### config.mk
export PLATFORM = sky130hd
export DESIGN_NAME = isp_uart_frame_rx
export DESIGN_NICKNAME = d
export VERILOG_FILES = /design/src/rtl/isp_uart_frame_rx.sv
export SDC_FILE = /design/constraint.sdc
export NUM_CORES = 1
export LEC_CHECK = 0
export ABC_AREA = 1
export BUFFER_PORTS_ARGS = -buffer_cell sky130_fd_sc_hd__buf_2
export CAP_MARGIN = 20
export CORE_UTILIZATION = 30
export CTS_BUF_LIST = sky130_fd_sc_hd__clkbuf_8
export DETAILED_ROUTE_END_ITERATION = 8
export PLACE_DENSITY = 0.56
export REMOVE_ABC_BUFFERS = 1
export SLEW_MARGIN = 20
export SYNTH_ARGS = -nofsm -noshare
export SYNTH_HDL_FRONTEND = slang
export SYNTH_SLANG_ARGS = --single-unit
### constraint.sdc
create_clock -name CLK -period 2.2 [get_ports CLK]
set_input_delay 0.11 -clock CLK [delete_from_list [all_inputs] [get_ports CLK]]
set_output_delay 0.11 -clock CLK [all_outputs]
set_load 0.005 [all_outputs]
### src/rtl/isp_uart_frame_rx.sv
// Command-frame receiver behind the UART core: pulls bytes with a CSN/OEN read strobe and
// splits each SOF/LEN/CMD/payload/CHK frame into a cmd strobe, a payload stream and a status pulse.
module isp_uart_frame_rx #(
    parameter int unsigned MAX_LEN        = 64,
    parameter int unsigned HOLDOFF        = 3,
    parameter int unsigned TIMEOUT_CYCLES = 100000,
    parameter logic [7:0]  SOF_BYTE       = 8'hA5
) (
    input  logic       CLK,
    input  logic       RESET_N,
    output logic       uart_csn_o,
    output logic       uart_oen_o,
    input  logic [7:0] uart_data_i,
    input  logic       uart_rxrdy_i,
    input  logic       uart_parity_err_i,
    input  logic       uart_framing_err_i,
    input  logic       uart_overflow_i,
    output logic [7:0] cmd_o,
    output logic       cmd_strobe_o,
    output logic [7:0] pl_data_o,
    output logic       pl_valid_o,
    input  logic       pl_ready_i,
    output logic       pl_last_o,
    output logic       frame_done_o,
    output logic [1:0] frame_status_o,
    output logic       busy_o
);

    // Timeout counter is at least 16 bits and widens if TIMEOUT_CYCLES needs more.
    localparam int unsigned     TmoW    = ($clog2(TIMEOUT_CYCLES) > 16) ? $clog2(TIMEOUT_CYCLES) : 16;
    localparam logic [TmoW-1:0] TmoLast = TmoW'(TIMEOUT_CYCLES - 1);
    localparam logic [7:0]      MaxLen  = 8'(MAX_LEN);
    localparam logic [7:0]      Holdoff = 8'(HOLDOFF);

    localparam logic [1:0] StatOk  = 2'b00;
    localparam logic [1:0] StatChk = 2'b01;
    localparam logic [1:0] StatTmo = 2'b10;
    localparam logic [1:0] StatErr = 2'b11;

    typedef enum logic [2:0] {StHunt, StLen, StCmd, StPayload, StChk} state_e;

    state_e          state_q, state_d;
    logic            en_q;
    logic [7:0]      holdoff_q, holdoff_d;
    logic [TmoW-1:0] tmo_q, tmo_d;
    logic [7:0]      rem_q, rem_d;
    logic [7:0]      sum_q, sum_d;
    logic [7:0]      cmd_q, cmd_d;
    logic            cmd_strobe_q, cmd_strobe_d;
    logic [7:0]      pl_data_q, pl_data_d;
    logic            pl_valid_q, pl_valid_d;
    logic            pl_last_q, pl_last_d;
    logic            frame_done_q, frame_done_d;
    logic [1:0]      frame_status_q, frame_status_d;

    logic       rd_fire, byte_bad, busy, tmo_run, line_abort, tmo_abort;
    logic [7:0] sum_add;

    // en_q keeps the strobe inactive while reset is asserted and on the first cycle after it.
    assign rd_fire    = en_q && uart_rxrdy_i && (holdoff_q == 8'd0) && (!pl_valid_q || pl_ready_i);
    assign byte_bad   = uart_parity_err_i || uart_framing_err_i;
    assign busy       = (state_q != StHunt);
    assign tmo_run    = busy && !(pl_valid_q && !pl_ready_i);
    assign line_abort = busy && (uart_overflow_i || (rd_fire && byte_bad));
    assign tmo_abort  = tmo_run && (tmo_q == TmoLast);
    assign sum_add    = sum_q + uart_data_i;

    always_comb begin
        state_d        = state_q;
        rem_d          = rem_q;
        sum_d          = sum_q;
        cmd_d          = cmd_q;
        cmd_strobe_d   = 1'b0;
        pl_data_d      = pl_data_q;
        pl_valid_d     = pl_valid_q;
        pl_last_d      = pl_last_q;
        frame_done_d   = 1'b0;
        frame_status_d = frame_status_q;

        if (pl_valid_q && pl_ready_i) begin
            pl_valid_d = 1'b0;
            pl_last_d  = 1'b0;
        end

        // An abort discards any byte captured in the same cycle; a pending payload byte survives.
        if (line_abort || tmo_abort) begin
            state_d        = StHunt;
            frame_done_d   = 1'b1;
            frame_status_d = line_abort ? StatErr : StatTmo;
        end else if (rd_fire && !byte_bad) begin
            unique case (state_q)
                StHunt: begin
                    if (uart_data_i == SOF_BYTE) state_d = StLen;
                end
                StLen: begin
                    if (uart_data_i == 8'd0 || uart_data_i > MaxLen) begin
                        state_d        = StHunt;
                        frame_done_d   = 1'b1;
                        frame_status_d = StatErr;
                    end else begin
                        rem_d   = uart_data_i;
                        sum_d   = uart_data_i;
                        state_d = StCmd;
                    end
                end
                StCmd: begin
                    cmd_d        = uart_data_i;
                    cmd_strobe_d = 1'b1;
                    sum_d        = sum_add;
                    state_d      = StPayload;
                end
                StPayload: begin
                    pl_data_d  = uart_data_i;
                    pl_valid_d = 1'b1;
                    pl_last_d  = (rem_q == 8'd1);
                    sum_d      = sum_add;
                    rem_d      = rem_q - 8'd1;
                    if (rem_q == 8'd1) state_d = StChk;
                end
                StChk: begin
                    frame_done_d   = 1'b1;
                    frame_status_d = (sum_add == 8'd0) ? StatOk : StatChk;
                    state_d        = StHunt;
                end
                default: state_d = StHunt;
            endcase
        end
    end

    always_comb begin
        holdoff_d = holdoff_q;
        if (rd_fire) begin
            holdoff_d = Holdoff;
        end else if (holdoff_q != 8'd0) begin
            holdoff_d = holdoff_q - 8'd1;
        end

        tmo_d = tmo_q;
        if (!busy || rd_fire) begin
            tmo_d = '0;
        end else if (tmo_run) begin
            tmo_d = tmo_q + 1'b1;
        end
    end

    always_ff @(posedge CLK or negedge RESET_N) begin
        if (!RESET_N) begin
            state_q        <= StHunt;
            en_q           <= 1'b0;
            holdoff_q      <= 8'd0;
            tmo_q          <= '0;
            rem_q          <= 8'd0;
            sum_q          <= 8'd0;
            cmd_q          <= 8'd0;
            cmd_strobe_q   <= 1'b0;
            pl_data_q      <= 8'd0;
            pl_valid_q     <= 1'b0;
            pl_last_q      <= 1'b0;
            frame_done_q   <= 1'b0;
            frame_status_q <= 2'b00;
        end else begin
            state_q        <= state_d;
            en_q           <= 1'b1;
            holdoff_q      <= holdoff_d;
            tmo_q          <= tmo_d;
            rem_q          <= rem_d;
            sum_q          <= sum_d;
            cmd_q          <= cmd_d;
            cmd_strobe_q   <= cmd_strobe_d;
            pl_data_q      <= pl_data_d;
            pl_valid_q     <= pl_valid_d;
            pl_last_q      <= pl_last_d;
            frame_done_q   <= frame_done_d;
            frame_status_q <= frame_status_d;
        end
    end

    assign uart_csn_o     = !rd_fire;
    assign uart_oen_o     = !rd_fire;
    assign cmd_o          = cmd_q;
    assign cmd_strobe_o   = cmd_strobe_q;
    assign pl_data_o      = pl_data_q;
    assign pl_valid_o     = pl_valid_q;
    assign pl_last_o      = pl_last_q;
    assign frame_done_o   = frame_done_q;
    assign frame_status_o = frame_status_q;
    assign busy_o         = busy;

endmodule

# Word-level counts from Yosys, hierarchy flattened
# Cells that the tools add are included.
# op_classes
magnitude_cmp	1
n_eq_ne	11
mux	34
add_sub_neg	4
n_reduce_logical	41
bitwise_logic	1
# ops
operator	n
two-way mux 17 bit	2
one-hot mux 8 bit (2 select lines)	2
logical NOT 8 bit	3
two-way mux 8 bit	3
adder 17 x 1 -> 17 bit (second input constant)	1
== test 17 bit (second input constant)	1
two-way mux 1 bit	16
subtractor 8 x 1 -> 8 bit (second input constant)	2
two-way mux 3 bit	4
one-hot mux 3 bit (4 select lines)	1
AND reduction 3 bit	4
logical AND 1 bit	10
nonzero test 2 bit	5
inequality test 3 bit (second input constant)	3
adder 8 bit	1
== test 8 x 1 -> 1 bit (second input constant)	1
== test 8 bit (second input constant)	1
> comparator 8 x 7 -> 1 bit (second input constant)	1
two-way mux 2 bit	4
AND reduction 4 bit	2
nonzero test 8 bit	1
== test 3 x 2 -> 1 bit (second input constant)	2
logical NOT 1 bit	6
logical OR 1 bit	6
other kinds (9)	10
# totals
out_inout_bits	25
reg_bits	67
elab_cells	105
inputBits	15

# Longest topological paths before layout
# logic_depth
depth_word	9
ltp_mapped	12
mapped_depth_nobuf	12

# Worst setup path after synthesis
# Ideal clock, no wire load.
# synth_path
kind	flip-flop to flip-flop
start	register holdoff_q[0]
end	register rem_q[6]
stages_incl_launch_ff	13
path_buffers	1
required_ps	2083
synth_period_minus_slack_ps	1821
path_slack_ps	379
setup_ps	117
arrival_time_ps	1703
cell_sequence	dfrtp_1 -> inv_1 -> ha_1 -> nand2_1 -> nor2_4 -> nand2_4 -> nor2_8 -> inv_2 -> a21oi_4 -> nand3_2 -> buf_6 -> nand2_1 -> o21ai_2
# synth_between
elab_chain_cells	9
word_cells_on_any_way	10
cone_classes	bitwise: 1; reduce/logical: 9
# synth_lines
item	line_no	source
start: declaration	44	logic [7:0] holdoff_q, holdoff_d;
start signal: assignment	164	holdoff_q <= holdoff_d;
logical NOT 8 bit (*)	60	assign rd_fire = en_q && uart_rxrdy_i && (holdoff_q == 8'd0) && (!pl_valid_q || pl_ready_i);
logical AND 1 bit (*) (2 in series)	60	
logical AND 1 bit	64	assign line_abort = busy && (uart_overflow_i || (rd_fire && byte_bad));
logical OR 1 bit	64	
logical AND 1 bit	64	
logical OR 1 bit	86	if (line_abort || tmo_abort) begin
inverter 1 bit (no source line)	n/a	
AND reduction 4 bit (no source line) (*)	n/a	
end signal: assignment	166	rem_q <= rem_d;
end: declaration	46	logic [7:0] rem_q, rem_d;
# Mark *: on every way between the ends. The rest lies on a longest branch, timed or not.
# A chain may end at the register's enable or synchronous reset.

# Worst setup path after layout
# layout_path
start	register state_q[0]
end	register pl_data_q[4], in the netlist pl_data_o[4]
# layout_between
elab_chain_cells	6
word_cells_on_any_way	8
cone_classes	eq/ne: 1; bitwise: 1; reduce/logical: 6
# layout_lines
item	line_no	source
start: declaration	42	state_e state_q, state_d;
start signal: assignment	148	state_q <= StHunt;
start signal: assignment	162	state_q <= state_d;
nonzero test 3 bit	62	assign busy = (state_q != StHunt);
logical AND 1 bit	63	assign tmo_run = busy && !(pl_valid_q && !pl_ready_i);
logical AND 1 bit	65	assign tmo_abort = tmo_run && (tmo_q == TmoLast);
logical OR 1 bit	86	
inverter 1 bit (no source line)	n/a	
AND reduction 3 bit (no source line) (*)	n/a	
end signal: assignment	170	pl_data_q <= pl_data_d;
end: declaration	50	logic [7:0] pl_data_q, pl_data_d;
# Marked as above.

==> qor.log <==
qor: grt.grt.total_usage 0.152
qor: pwr.post_layout_power 3.20 mW
qor: logic_synthesis.syn-cell-area 3990 um2
qor: pwr.p_leak 2.41 nW
qor: worst_setup_path.critical-path-max-stage-delay 0.42 ns
qor: placed_design.globalplace.congestion 0.828
qor: worst_setup_path.ff2ff_path_depth 11
qor: pwr.vdd_ir_drop_max 0.000296 V
qor: worst_setup_path.crit_family simple AND/OR/NAND/NOR gates
qor: layout.final_nets 617
qor: routing.avgViaCountPerCell 4.58
qor: worst_setup_path.cp_common_cell nand2_1
qor: placed_design.sum_of_net_half_perimeters_after_detailed_placement 7090 um
qor: routing.wirelength 9430 um
qor: worst_setup_path.worstSetupStartpointType register
qor: placed_design.placement.io_buffers 39
qor: sta.unrepaired_setup_endpoints_after_global_routing no
qor: sta.finalSetupTns 0 ns
qor: routing.route.detailed.drc 0
qor: logic_synthesis.synth-simple-area-share 0.308
qor: run_status.status completed
qor: routing.route.antenna.remaining_nets 0
qor: layout.n_antenna_cell 0
qor: sta.slew-limit-headroom 0.646
qor: sta.whs 0.107 ns
qor: routing.routedWlPerCell 12.3 um
qor: hold_path.worst_hold_class input pin to register
qor: clock_tree.cts_tree built
qor: logic_synthesis.dominant_combinational_cell_family_by_area_after_synthesis simple AND/OR/NAND/NOR gates
qor: logic_synthesis.synth_top_cells_by_area dfrtp_1 42%, nand2_1 14%, inv_1 6.6%, nor2_1 5.5%, o21ai_0 4.6%
qor: sta.finalHoldViolations 0
qor: logic_synthesis.synth.mux.area_fraction 0
qor: worst_setup_path.r2r_end pl_data_o[4]
qor: floorplanning.overall_die_height 117 um
qor: worst_setup_path.critPathBufInv 2
qor: worst_setup_path.crit_type register to register
qor: floorplanning.area_of_the_placeable_core 12,800 um2
qor: sta.achievable-frequency 499 MHz
qor: logic_synthesis.number_of_standard_cells_after_synthesis 536
qor: hold_path.worst_hold_path.num_cells 4
qor: routing.drt-initial-drc-count 187
qor: job.maxCapViolations 0
qor: grt.number_of_global_route_vias_before_repair 3,364
qor: worst_setup_path.setup.worst_path.end_class register
qor: logic_synthesis.yosys.area.top_type dfrtp_1
qor: logic_synthesis.synth.yosys.warnings 0
qor: logic_synthesis.synth_compound_gate_area_share 0.120
qor: floorplanning.dieArea 13,800 um2
qor: grt.maximum_number_of_pins_on_one_net_before_global_route_repair 39
qor: grt.overflow 0
qor: worst_setup_path.setup.worst_path.end pl_data_o[4]
qor: clock_tree.cts.clk_slew.worst_paths 0.07 ns
qor: sta.fin_crit 2.01 ns
qor: sta.post-route-period-util 0.911
qor: floorplanning.floorplan.initialDensity 0.312
qor: worst_setup_path.cell_by_cell_trace_of_the_critical_path inv_2 -> nand2_1 -> nor2_2 -> nor2_1 -> nand2_1 -> nor2_1 -> a21oi_4 -> nand3_4 -> buf_4 -> nand2_1 -> o21ai_1
qor: routing.drt-pass1-iter-count 4
qor: clock_tree.cts_buf_count 9
qor: clock_tree.clock_tree.buffer_depth 2
qor: sta.maxSlewViolCount 0
qor: clock_tree.clk-insertion-delay-late 0.35 ns
qor: sta.report.final.setup_viol 0
qor: layout.drive_above_1_share 0.153
qor: floorplanning.number_of_rows_in_the_core_area 41
qor: sta.worstMarginPinSlew 0.527 ns
qor: logic_synthesis.synth-seq-area-share 0.420
qor: floorplanning.io_pins 40
qor: layout.flow.area_growth_from_synthesis 17.4%
qor: grt.antenna_found_initial 0
qor: logic_synthesis.post_synth.cell_area_avg 7.44 um2
qor: worst_setup_path.setup.reg_to_reg.worst_slack 0.19 ns
qor: worst_setup_path.cp.depth 11
qor: worst_setup_path.cp_max_fo 16
qor: logic_synthesis.post_synth_num_cell_types 35
qor: grt.grt_pass1_wl 16,100 um
qor: worst_setup_path.cp.arrival 2.23 ns
qor: placed_design.numPlacedInstances 748
qor: layout.num-fill-cells 1,319
qor: sta.finalClockSkew 0.0106 ns
qor: clock_tree.cts_htree_levels 3
qor: logic_synthesis.yosys.area_share.xor_xnor 0.0286
qor: worst_setup_path.critical_path_data_required_time 2.43 ns
qor: clock_tree.clk_root_buffer_cell clkbuf_8
qor: layout.final-instance-count-excl-fill 766
qor: logic_synthesis.post_synth_adder_cell_area 0.0427
qor: pwr.power-per-cell-area 683 nW/um2
qor: logic_synthesis.synth-seq-cells 67
qor: worst_setup_path.setup.worst_path.start state_q[0]
qor: worst_setup_path.rr_startpoint state_q[0]
qor: worst_setup_path.cpMaxStageDelayCell dfrtp_1
qor: logic_synthesis.synth.top_cell.area_share 0.420
qor: floorplanning.fp.dieW 117 um
qor: clock_tree.cts_sinks 67
qor: routing.routed-via-count 3,506
[flip-flops by register name, indices dropped and copies added, names as in the netlist]
register	flops
rem_q	8
sum_q	8
pl_data_o	8
holdoff_q	8
frame_done_o	1
pl_valid_o	1
en_q	1
cmd_o	8
cmd_strobe_o	1
frame_status_o	2
state_q	3
tmo_q	17
pl_last_o	1
[synthesized netlist by cell type, drive strengths merged]
library cell	number
a21oi	17
xnor2	4
nor3	9
nand3	40
nand4	13
conb	1
o211ai	1
a32o	1
nor4	1
inv	73
xor2	9
o21ai	53
fa	1
nor2	64
a31o	2
nand2	154
o31ai	2
dfrtp	67
buf	5
ha	12
clkbuf	2
a21boi	1
o21a	3
or2	1
[worst min-delay path, stage by stage]
cell and delay [ns]:
buf_2 0.11, nand2_1 0.06, nand3_1 0.07, nand2_1 0.05
[layout by cell type (no fill, tap or decap), types with 2 or more instances in the layout]
cell          n
clkbuf_8     10
ha_1         12
xor2_1        9
o31ai_1       2
o21ai_1       9
nand3_2       3
bufinv_16     2
a21oi_4       2
buf_2        39
a31o_2        2
clkinvlp_4    2
nor2_2        2
dfrtp_1      67
o21a_1        3
o21ai_2       7
buf_4         9
nor2_4        3
nand2_1     153
nand4_1      13
nor3_1        9
a21oi_1      15
xnor2_1       4
inv_1        70
nand3_1      35
nor2_1       58
inv_2         3
o21ai_0      37
nand3_4       2
[where the power goes]
group          switching [mW]  total [mW]  internal, mW
Combinational           0.372       0.590         0.217
Clock                   0.499        1.17         0.669
Sequential             0.0902        1.44          1.35
Total                   0.961        3.20          2.23
[per-layer routing]
layer	part of all wire	global-route usage	vias up
li1	-	-	1827
met1	0.49	0.198	1619
met2	0.46	0.251	50
met3	0.035	0.0242	10
met4	0.015	0.0574	0
met5	0	0	-
[cell type report]
| class | count | area (um2) | area share |
|---|---|---|---|
| clock buffers | 10 | 138 | 0.0294 |
| repair buffers | 49 | 273 | 0.0583 |
| inverters | 73 | 274 | 0.0585 |
| well taps | 172 | 215 | 0.0460 |
| multi-input cells | 389 | 2020 | 0.431 |
| flip-flops and latches | 67 | 1680 | 0.358 |
| clock inverters | 6 | 88.8 | 0.0190 |
[per-stage QoR]
step / worst slack (ns) / cell area, um2 / utilization
3_5_place_dp: 0.143 / 4420 / 0.346
4_1_cts: 0.119 / 4650 / 0.364
6_report: 0.195 / 4680 / 0.366
2_1_floorplan: 0.271 / 3950 / -
5_1_grt: 0.00754 / 4680 / 0.366
3_3_place_gp: 0.227 / 4420 / 0.346
[logic make-up after synthesis]
logic type | Yosys count
buffers and inverters | 80
AND/OR/NAND/NOR | 282
flip-flops | 67
adder cells (fa/ha/maj) | 13
other | 1
AO/OA/AOI/OAI | 80
XOR/XNOR | 13
[worst min path at each step]
stage	from	end	slack [ns]
6_report	pl_ready_i	pl_last_o	0.11
5_1_grt	pl_ready_i	pl_last_o	0.12
4_1_cts	pl_ready_i	pl_last_o	0.1
3_5_place_dp	RESET_N	holdoff_q[4]	0.15
3_3_place_gp	RESET_N	holdoff_q[4]	0.15
2_1_floorplan	RESET_N	cmd_o[0]	-0.19
[timing repair]
action | in CTS | in global routing
hold buffers | 1 | 0
gates resized for setup | 0 | 3
buffers inserted | 0 | 1
endpoints found under the setup margin | 0 | 18
hold endpoints to repair | 67 | 0
Power figures use the tool's default switching activity.
